## src/rtl/scan_pkg.sv

```systemverilog
// Shared widths and helpers for the four-digit display scan controller.
package scan_pkg;

    localparam int unsigned DIGITS  = 4;
    localparam int unsigned IDX_W   = 2;
    localparam int unsigned DIGIT_W = 4;
    localparam int unsigned WORD_W  = 16;

    typedef logic [IDX_W-1:0]   idx_t;
    typedef logic [DIGIT_W-1:0] digit_t;
    typedef logic [WORD_W-1:0]  word_t;

    // Prescaler counter width for a given slot length; at least one bit.
    function automatic int unsigned cnt_width(input int unsigned div);
        cnt_width = (div > 1) ? $clog2(div) : 1;
    endfunction

    // Nibble of digit idx within a display word (digit 0 in the low nibble).
    function automatic digit_t digit_slice(input word_t word, input idx_t idx);
        digit_slice = word[{idx, 2'b00} +: DIGIT_W];
    endfunction

endpackage

```

## src/rtl/scan_presc.sv

```systemverilog
// Slot prescaler: counts 0..DIV-1 while enabled and flags the last cycle of a slot.
module scan_presc
    import scan_pkg::*;
#(
    parameter int unsigned DIV = 50000
) (
    input  logic                        clk,
    input  logic                        rst_n,
    input  logic                        en,
    output logic [cnt_width(DIV)-1:0]   cnt,
    output logic                        slot_end_c
);

    localparam int unsigned CNT_W = cnt_width(DIV);
    localparam logic [CNT_W-1:0] CNT_MAX = CNT_W'(DIV - 1);

    logic [CNT_W-1:0] cnt_q;
    logic [CNT_W-1:0] cnt_d;

    always_comb begin
        cnt_d      = cnt_q;
        slot_end_c = en && (cnt_q == CNT_MAX);
        if (slot_end_c) begin
            cnt_d = '0;
        end else if (en) begin
            cnt_d = cnt_q + CNT_W'(1);
        end
    end

    always_ff @(posedge clk or negedge rst_n) begin
        if (!rst_n) begin
            cnt_q <= '0;
        end else begin
            cnt_q <= cnt_d;
        end
    end

    assign cnt = cnt_q;

endmodule

```

## src/rtl/scan_ctrl.sv

```systemverilog
// Four-digit multiplexed display scanner with frame-aligned word commit.
module scan_ctrl
    import scan_pkg::*;
#(
    parameter int unsigned DIV   = 50000,
    parameter int unsigned BLANK = 2
) (
    input  logic        clk,
    input  logic        rst_n,
    input  logic        en,
    input  logic        load_valid,
    input  logic [15:0] load_data,
    output logic        load_ready,
    output logic        sel_a,
    output logic        sel_b,
    output logic [3:0]  digit,
    output logic        blank,
    output logic        frame_tick
);

    localparam int unsigned CNT_W = cnt_width(DIV);
    localparam logic [CNT_W-1:0] BLANK_CNT = CNT_W'(BLANK);
    localparam idx_t LAST_IDX = idx_t'(DIGITS - 1);

    logic [CNT_W-1:0] cnt;
    logic             slot_end_c;

    idx_t  idx_q,  idx_d;
    word_t act_q,  act_d;
    word_t pend_q, pend_d;
    logic  pv_q,   pv_d;
    logic  tick_q, tick_d;

    logic  wrap_c;
    logic  xfer_c;
    logic  commit_c;

    scan_presc #(
        .DIV        (DIV)
    ) u_presc (
        .clk        (clk),
        .rst_n      (rst_n),
        .en         (en),
        .cnt        (cnt),
        .slot_end_c (slot_end_c)
    );

    // Transfer needs an empty pending slot and commit needs a full one, so they never collide.
    always_comb begin
        idx_d    = idx_q;
        act_d    = act_q;
        pend_d   = pend_q;
        pv_d     = pv_q;
        wrap_c   = slot_end_c && (idx_q == LAST_IDX);
        xfer_c   = load_valid && !pv_q;
        commit_c = pv_q && (wrap_c || !en);
        tick_d   = wrap_c;

        if (slot_end_c) begin
            idx_d = idx_q + idx_t'(1);
        end
        if (commit_c) begin
            act_d = pend_q;
            pv_d  = 1'b0;
        end
        if (xfer_c) begin
            pend_d = word_t'(load_data);
            pv_d   = 1'b1;
        end
    end

    always_ff @(posedge clk or negedge rst_n) begin
        if (!rst_n) begin
            idx_q  <= '0;
            act_q  <= '0;
            pend_q <= '0;
            pv_q   <= 1'b0;
            tick_q <= 1'b0;
        end else begin
            idx_q  <= idx_d;
            act_q  <= act_d;
            pend_q <= pend_d;
            pv_q   <= pv_d;
            tick_q <= tick_d;
        end
    end

    assign sel_a      = idx_q[1];
    assign sel_b      = idx_q[0];
    assign digit      = digit_slice(act_q, idx_q);
    assign blank      = !en || (cnt < BLANK_CNT);
    assign frame_tick = tick_q;
    assign load_ready = !pv_q;

endmodule

```

## config.mk

```make
export PLATFORM = sky130hd
export DESIGN_NAME = scan_ctrl
export DESIGN_NICKNAME = d
export VERILOG_FILES = /design/src/rtl/scan_pkg.sv /design/src/rtl/scan_presc.sv /design/src/rtl/scan_ctrl.sv
export SDC_FILE = /design/constraint.sdc
export NUM_CORES = 1
export LEC_CHECK = 0
export ABC_CLOCK_PERIOD_IN_PS = 2090
export CORE_MARGIN = 2
export CORE_UTILIZATION = 27
export DETAILED_ROUTE_END_ITERATION = 16
export DONT_BUFFER_PORTS = 1
export GPL_TIMING_DRIVEN = 0
export PLACE_DENSITY = 0.47
export SYNTH_ARGS = -nofsm -noshare
export SYNTH_HDL_FRONTEND = slang
export SYNTH_SLANG_ARGS = --single-unit
```

## constraint.sdc

```tcl
create_clock -name clk -period 2.09 [get_ports clk]
set_input_delay 0.627 -clock clk [delete_from_list [all_inputs] [get_ports clk]]
set_output_delay 0.627 -clock clk [all_outputs]
set_load 0.05 [all_outputs]
```

==> results of run 1 <==
[kinds of logic (layout without fill, tap and decap cells)]
group | Yosys count | in the layout
adder cells (fa/ha/maj) | 2 | 2
XOR/XNOR | 12 | 12
AO/OA/AOI/OAI | 9 | 9
AND/OR/NAND/NOR | 42 | 42
flip-flops | 52 | 52
buffers and inverters | 12 | 34
multiplexers | 39 | 39
[per-stage QoR]
stage	TNS, ps	cells
CTS	-1420	293
global placement	-3980	276
global route	-1930	298
finish	-1090	298
floorplan	0	168
detailed placement	-3680	276
[final timing paths]
path,endpoint,depth (start not counted)
max in group asynchronous,act_q[9],1
min reg2reg,act_q[8],1
max,digit[2],2
max reg2reg,act_q[0],7
min in group clk,pv_q,1
min,u_presc.cnt[15],1
[flip-flops by register name (all words and copies together) (netlist names)]
| register | flops |
|---|---|
| act_q | 16 |
| frame_tick | 1 |
| idx_q | 2 |
| pend_q | 16 |
| pv_q | 1 |
| u_presc.cnt | 16 |
[power by group]
part           internal (mW)  leakage, nW  switching, mW  total (mW)
combinational          0.460        0.496          0.407       0.867
clock                  0.362       0.0558          0.340       0.702
sequential              1.29        0.632          0.207        1.49
total                   2.11         1.18          0.954        3.06
[routing by layer]
layer / GRT usage / vias up / wire, um
met2: 0.152 / 25 / 2050
li1: - / 642 / -
met5: 0 / - / 0
met4: 0.0192 / 0 / 21
met3: 0.0388 / 4 / 268
met1: 0.137 / 669 / 2210
[area by class of cell]
| class | count | area (um2) |
|---|---|---|
| tap | 108 | 135 |
| clock inverter | 2 | 38.8 |
| timing repair buffer | 14 | 140 |
| fill | 852 | 5790 |
| multi-input combinational | 104 | 1020 |
| inverter | 4 | 15.0 |
| buffer | 8 | 76.3 |
| clock buffer | 6 | 72.6 |
| sequential | 52 | 1310 |
[cell usage in the layout, fill, tap and decap left out, types with 2 or more instances in the layout]
cell type,netlist,final
xor2_1,5,5
clkbuf_1,2,2
buf_2,2,2
and4_1,2,2
nand4_1,6,6
dlygate4sd3_1,0,2
dfrtp_2,0,6
a21oi_1,2,2
nor4_2,0,2
nor2_1,9,9
mux4_2,4,4
buf_6,3,2
mux2_2,25,25
inv_1,4,4
buf_12,0,2
nor3_1,3,2
clkbuf_8,0,5
or3_1,2,2
xnor2_1,7,7
o21ai_0,3,2
nand2_1,10,9
mux2_4,9,9
dfrtp_1,52,46
buf_4,0,10
nor2b_1,2,2
[worst max-delay path, delay by kind of cell (launching register included)]
family / cells / cell delay, ps
muxes: 1 / 670
DFF: 1 / 570
buffers and inverters: 1 / 180
[timing repair]
item | in CTS | in global routing
setup endpoints to repair | 14 | 31
gates cloned | 0 | 1
resized for setup | 11 | 7
hold buffers | 2 | 1
hold endpoints to repair | 27 | 9
pin swaps | 5 | 5
buffers inserted | 7 | 4
==> out/qor.txt, run 1 <==
run status -> finished with violations
failing checks -> negative setup slack
Core Rows -> 34
critical path peak fanout -> 5
Ys Warns -> 0
Synth Register Bits -> 52
final setup vio count -> 5
vias after detailed routing -> 1340
FF-to-FF Start -> u_presc.cnt[1]
Tot Pwr -> 3.06 mW
mux contribution to synthesized area -> 0.220
initial antenna violation count -> 0
Clk Latency, worst-skew pair -> 300 ps
Max VDD drop -> 0.445 mV
largest net degree at the start of global routing -> 28
Power Dens Cells -> 1090 nW/um2
drt pass-1 iters -> 4
top post-synthesis cells by area -> dfrtp_1, mux2_2, mux2_4, mux4_2, xnor2_1
core area -> 8590 um2
kind of critical path -> flip-flop to output port
Slew @ Worst Pin -> 791 ps
setup slack after layout -> -259 ps
Max-cap violations -> 0
area share of the leading cell type in the synthesized netlist -> 0.554
Final period util -> 1.12
fin area -> 2810 um2
RSZ-0062 raised after global routing -> yes
Max Root-Sink Buffers -> 2
dpl cell area -> 2490 um2
DP Wirelength -> 2980 um
Remaining DRCs -> 0
Initial Util -> 0.273
Synth Area in Compound Gates -> 0.0288
drt via density -> 4.50
area growth from synthesis to layout -> 19.6%
Main synth FF type -> dfrtp_1
Slew headroom -> 0.471
clock slew seen by the registers of the worst setup and hold paths -> 100 ps
Min-Delay Path Class -> input pin to async pin
area share of fa/ha/maj cells after synthesis -> 0.0107
Reg2Reg Setup Slack -> 40 ps
Mapped Nets -> 190
Synth Area in XOR/XNOR -> 0.0448
cell with the most instances after synthesis -> dfrtp_1
clk sinks -> 52
vias in the first global route -> 1410
Hold Fails Final Rpt -> 0
startpoint types -> flip-flop
final clock skew -> 11.1 ps
Die Area -> 9460 um2
share of cells above drive strength 1 -> 0.421
PortBufs -> 0
synthesized area -> 2350 um2
chip width -> 97.3 um
pre-CTS worst setup slack -> -226 ps
Worst EP arrival -> 1720 ps
Post-DRT Antenna Nets -> 0
fin. max-slew vios -> 0
Post-Route WL -> 4550 um
Final Util -> 0.327
Peak Freq -> 0.426 GHz
Period minus WS final -> 2350 ps
commonest cells in the netlist -> dfrtp_1, mux2_2, nand2_1
Avg Cell Area, Syn -> 14.0 um2
cts bufs inserted -> 5
Post-synth EDFFs -> 0
Congestion Overflow GR -> 0
cells along the critical path -> buf_8 > mux4_2
leading area contributor after synthesis -> dfrtp_1
first-pass GRT wire length -> 7610 um
gr usage total -> 0.100
Worst EP required -> 1460 ps
H-tree depth -> 2
critical path capture point type -> output port
FFs w/ async S/R, synth -> 1.00
# nets final -> 211
# IOs -> 29
slowest cell delay on critical path -> 670 ps
crit path from -> idx_q[0]
largest family of logic cells by synthesized area -> multiplexers
DR WL/cell -> 15.3 um
die height -> 97.3 um
Root Buffer -> clkbuf_8
DR iter-0 viols -> 30
Synth Area in Simple Gates -> 0.112
diode count -> 0
worst hold slack -> 124 ps
CTS tree -> built
sequential element share of the synthesized area -> 0.554
count of different cell masters after synthesis -> 32
Post-Syn Instances -> 168
routability cong. -> 0.738
critical path's slowest cell -> mux4_2
Pleak -> 1.18 nW
Note: power is estimated with default switching activity, not from simulation.
==> inputs of run 2 (changes only) <==
==> constraint.sdc (replaced) <==
create_clock -name clk -period 2.09 [get_ports clk]
set_input_delay 0.627 -clock clk [delete_from_list [all_inputs] [get_ports clk]]
set_output_delay 0.627 -clock clk [all_outputs]
set_load 0.1 [all_outputs]
==> run 2 against run 1 <==
- design area is 1.5% higher
- worst hold slack better by 29 ps
- critical path type unchanged
- die area stayed put
- setup slack worse by 240 ps
- core utilization is 0.50 points higher
- clock skew is 4.0 ps lower
- sequential share of layout area is 0.65 points lower
- first-iteration DRC count is 13% lower
- the run still ends with negative setup slack left
- combinational power is 28% higher
- sequential power hardly changed
- clock power is 16% lower
==> out/qor.txt, run 2 (synthesized netlist as in run 1, its figures left out) <==
run status -> finished with violations
failing checks -> negative setup slack
Root Buffer -> clkbuf_8
first-pass GRT wire length -> 7570 um
drt pass-1 iters -> 4
commonest non-fill, non-tap cell in the layout -> dfrtp_1
dpl cell area -> 2520 um2
Filler Cells Inserted -> 885
initial antenna violation count -> 0
Min-Delay Path Class -> input pin to async pin
die height -> 97.3 um
RSZ-0062 raised after global routing -> yes
Slew @ Worst Pin -> 859 ps
drt via density -> 4.63
area growth from synthesis to layout -> 21.4%
Final period util -> 1.24
setup slack after layout -> -501 ps
Hold Fails Final Rpt -> 0
DP Wirelength -> 3000 um
DR iter-0 viols -> 26
Post-Route WL -> 4670 um
final setup vio count -> 5
Post-DRT Antenna Nets -> 0
core area -> 8590 um2
R2R depth -> 8
# nets final -> 214
Core Rows -> 34
vias in the first global route -> 1424
setup TNS -> -2330 ps
Multi-input gate area -> 1030 um2
Congestion Overflow GR -> 0
worst setup path endpoint -> digit[3]
final clock skew -> 7.18 ps
clock slew seen by the registers of the worst setup and hold paths -> 100 ps
Period minus WS final -> 2590 ps
FF-to-FF Start -> u_presc.cnt[1]
diode count -> 0
# IOs -> 29
kind of critical path -> flip-flop to output port
Max VDD drop -> 0.468 mV
Die Area -> 9460 um2
Max Root-Sink Buffers -> 2
Worst EP required -> 1460 ps
cts bufs inserted -> 5
chip width -> 97.3 um
Pleak -> 1.19 nW
largest net degree at the start of global routing -> 47
fin area -> 2850 um2
worst hold slack -> 153 ps
commonest cells after routing, fill and taps aside -> dfrtp_1, mux2_2, buf_4
crit path from -> idx_q[0]
CTS tree -> built
Max-cap violations -> 0
H-tree depth -> 2
Clk Latency, worst-skew pair -> 310 ps
share of cells above drive strength 1 -> 0.435
Peak Freq -> 0.386 GHz
Initial Util -> 0.273
routability cong. -> 0.781
gr usage total -> 0.102
clk sinks -> 52
PortBufs -> 0
vias after detailed routing -> 1394
Power Dens Cells -> 1120 nW/um2
Reg2Reg Setup Slack -> 40 ps
Slew headroom -> 0.428
critical path peak fanout -> 5
DR WL/cell -> 15.5 um
fin. max-slew vios -> 0
Sequential Area -> 1310 um2
Worst EP arrival -> 1960 ps
Tot Pwr -> 3.19 mW
critical path capture point type -> output port
startpoint types -> flip-flop
FF-to-FF End -> act_q[8]
Remaining DRCs -> 0
[run 2: worst min-delay path by stage]
stage | start | endpoint | slack, ps | cells past startpoint
finish | rst_n | u_presc.cnt[3] | 150 | 1
floorplan | rst_n | act_q[0] | 330 | 0
detailed placement | rst_n | u_presc.cnt[2] | 330 | 0
global route | rst_n | u_presc.cnt[1] | 160 | 1
CTS | rst_n | act_q[4] | 160 | 1
global placement | rst_n | u_presc.cnt[2] | 330 | 0
[run 2: area by class of cell]
class,count,share of cell area
Multi-Input combinational cell,104,0.361
Timing Repair Buffer,17,0.0628
Clock buffer,6,0.0255
Buffer,8,0.0312
Sequential cell,52,0.460
Inverter,4,0.00658
Clock inverter,2,0.00571
Tap cell,108,0.0474
[run 2: per-stage QoR]
| step | utilization | setup WS [ps] | instances |
|---|---|---|---|
| floorplan | - | -134 | 168 |
| global placement | 0.293 | -226 | 276 |
| detailed placement | 0.293 | -236 | 276 |
| CTS | 0.314 | -528 | 290 |
| global route | 0.332 | -555 | 301 |
| finish | 0.332 | -501 | 301 |
[run 2: report_power, final]
group | internal (mW) | switching [mW] | total [mW]
sequential | 1.29 | 0.204 | 1.49
combinational | 0.518 | 0.589 | 1.11
clock | 0.239 | 0.352 | 0.591
[run 2: critical path: stages (launching register included)]
cell and delay, ps:
dfrtp_4 650, clkbuf_16 230, mux4_2 780
[run 2: timing repair]
action	in CTS	in global routing
buffers inserted	4	10
resized for setup	7	10
setup endpoints to repair	14	31
pin swaps	4	5
hold buffers	2	0
gates cloned	0	1
endpoints found under the hold margin	46	0
[run 2: routing by layer]
| layer | vias to the layer above | share of wire | track usage |
|---|---|---|---|
| met1 | 714 | 0.48 | 0.142 |
| li1 | 647 | - | - |
| met4 | 0 | 0.0092 | 0.0203 |
| met3 | 4 | 0.052 | 0.0417 |
| met2 | 29 | 0.46 | 0.150 |
| met5 | - | 0 | 0 |
==> inputs of run 3 (changes only) <==
--- a/config.mk
+++ b/config.mk
@@ -12,6 +12,7 @@
 export DONT_BUFFER_PORTS = 1
 export GPL_TIMING_DRIVEN = 0
 export PLACE_DENSITY = 0.47
+export SKIP_CTS_REPAIR_TIMING = 1
 export SYNTH_ARGS = -nofsm -noshare
 export SYNTH_HDL_FRONTEND = slang
 export SYNTH_SLANG_ARGS = --single-unit
==> run 3 against run 2 <==
- the flow still finishes with violations (negative setup slack)
- clock-buffer cell count stayed put
- flip-flop and latch count stayed put
- design area is 0.61% lower
- global-route usage is 0.31 points lower
==> out/qor.txt, run 3 (synthesized netlist as in run 1, its figures left out) <==
area growth from synthesis to layout -> 20.6%
Final Util -> 0.330
Worst EP required -> 1460 ps
kind of critical path -> flip-flop to output port
met2 wire len -> 2100 um
initial antenna violation count -> 0
Core Rows -> 34
core area -> 8590 um2
Max-cap violations -> 0
clk sinks -> 52
PortBufs -> 0
cts bufs inserted -> 5
setup TNS -> -2120 ps
Peak Freq -> 0.393 GHz
critical path capture point type -> output port
final clock skew -> 6.47 ps
Root Buffer -> clkbuf_8
CTS tree -> built
DR WL/cell -> 15.6 um
drt pass-1 iters -> 4
Slew headroom -> 0.428
share of cells above drive strength 1 -> 0.450
H-tree depth -> 2
Top Metal Used -> met4
vias in the first global route -> 1397
DP Wirelength -> 3000 um
Filler Cells Inserted -> 885
critical path peak fanout -> 5
diode count -> 0
commonest cells after routing, fill and taps aside -> dfrtp_1, mux2_2, mux2_4
commonest non-fill, non-tap cell in the layout -> dfrtp_1
die height -> 97.3 um
DR iter-0 viols -> 41
Period minus WS final -> 2540 ps
clock slew seen by the registers of the worst setup and hold paths -> 100 ps
run status -> finished with violations
Worst EP arrival -> 1910 ps
Initial Util -> 0.273
first-pass GRT wire length -> 7370 um
# IOs -> 29
pre-CTS worst setup slack -> -236 ps
wl on met1 -> 2290 um
Die Area -> 9460 um2
chip width -> 97.3 um
dpl cell area -> 2520 um2
startpoint types -> flip-flop
Power Dens Cells -> 1140 nW/um2
failing checks -> negative setup slack
# nets final -> 212
Clk Latency, worst-skew pair -> 310 ps
Max VDD drop -> 0.468 mV
met3 WL -> 242 um
drt via density -> 4.60
setup slack after layout -> -452 ps
RSZ-0062 raised after global routing -> yes
Final period util -> 1.22
Min-Delay Path Class -> input pin to async pin
final setup vio count -> 5
fin area -> 2830 um2
largest net degree at the start of global routing -> 53
Post-Route WL -> 4670 um
Pleak -> 1.19 nW
Max Root-Sink Buffers -> 2
Hold Fails Final Rpt -> 0
vias after detailed routing -> 1375
Slew @ Worst Pin -> 859 ps
gr usage total -> 0.0988
Congestion Overflow GR -> 0
Post-DRT Antenna Nets -> 0
Remaining DRCs -> 0
fin. max-slew vios -> 0
routability cong. -> 0.781
## run 3: cell count changes in the layout (fill, tap and decap cells not counted), moves of 2 or more
cell       delta
mux2_4        +4
dfrtp_2       +3
clkbuf_16     -2
mux2_2        -4
dfrtp_1       -3
## run 3: cell type report
cell class,instances,area [um2],area share
clock inverters,2,16.3,0.00574
multi-input cells,104,1050,0.372
inverters,4,18.8,0.00663
clock buffers,6,72.6,0.0256
plain buffers,8,78.8,0.0278
well taps,108,135,0.0477
repair buffers,15,144,0.0508
flip-flops and latches,52,1310,0.464
## run 3: routing by layer
metal	vias to the layer above	global-route usage
met5	-	0
met4	0	0.0192
met3	5	0.0417
met2	23	0.147
met1	705	0.136
li1	642	-
## run 3: where the power goes
| group | total (mW) | internal [mW] | switching (mW) |
|---|---|---|---|
| sequential | 1.49 | 1.29 | 0.205 |
| combinational | 1.14 | 0.540 | 0.602 |
| clock | 0.587 | 0.239 | 0.347 |
| total | 3.22 | 2.07 | 1.15 |
## run 3: worst max-delay path, stage by stage, from the launching register on
cell and delay [ps]:
dfrtp_4 640, buf_8 180, mux4_2 780
## run 3: worst paths after layout
path | startpoint | endpoint | slack [ps] | depth (start not counted)
worst max register to register | u_presc.cnt[1] | act_q[9] | 20 | 8
worst max-delay path | idx_q[0] | digit[3] | -450 | 2
worst min-delay path | rst_n | u_presc.cnt[5] | 170 | 1
min in group clk | load_valid | pv_q | 430 | 1
max in group asynchronous | rst_n | idx_q[0] | 1670 | 1
worst min register to register | pend_q[6] | act_q[6] | 510 | 1
## run 3: through the flow
stage | cells | power, mW | hold slack (ps)
6_report | 299 | 3.22 | 171
5_1_grt | 299 | 3.43 | 168
4_1_cts | 284 | 3.03 | -10.3
3_5_place_dp | 276 | 2.43 | 333
3_3_place_gp | 276 | 2.41 | 333
2_1_floorplan | 168 | 2.29 | 331
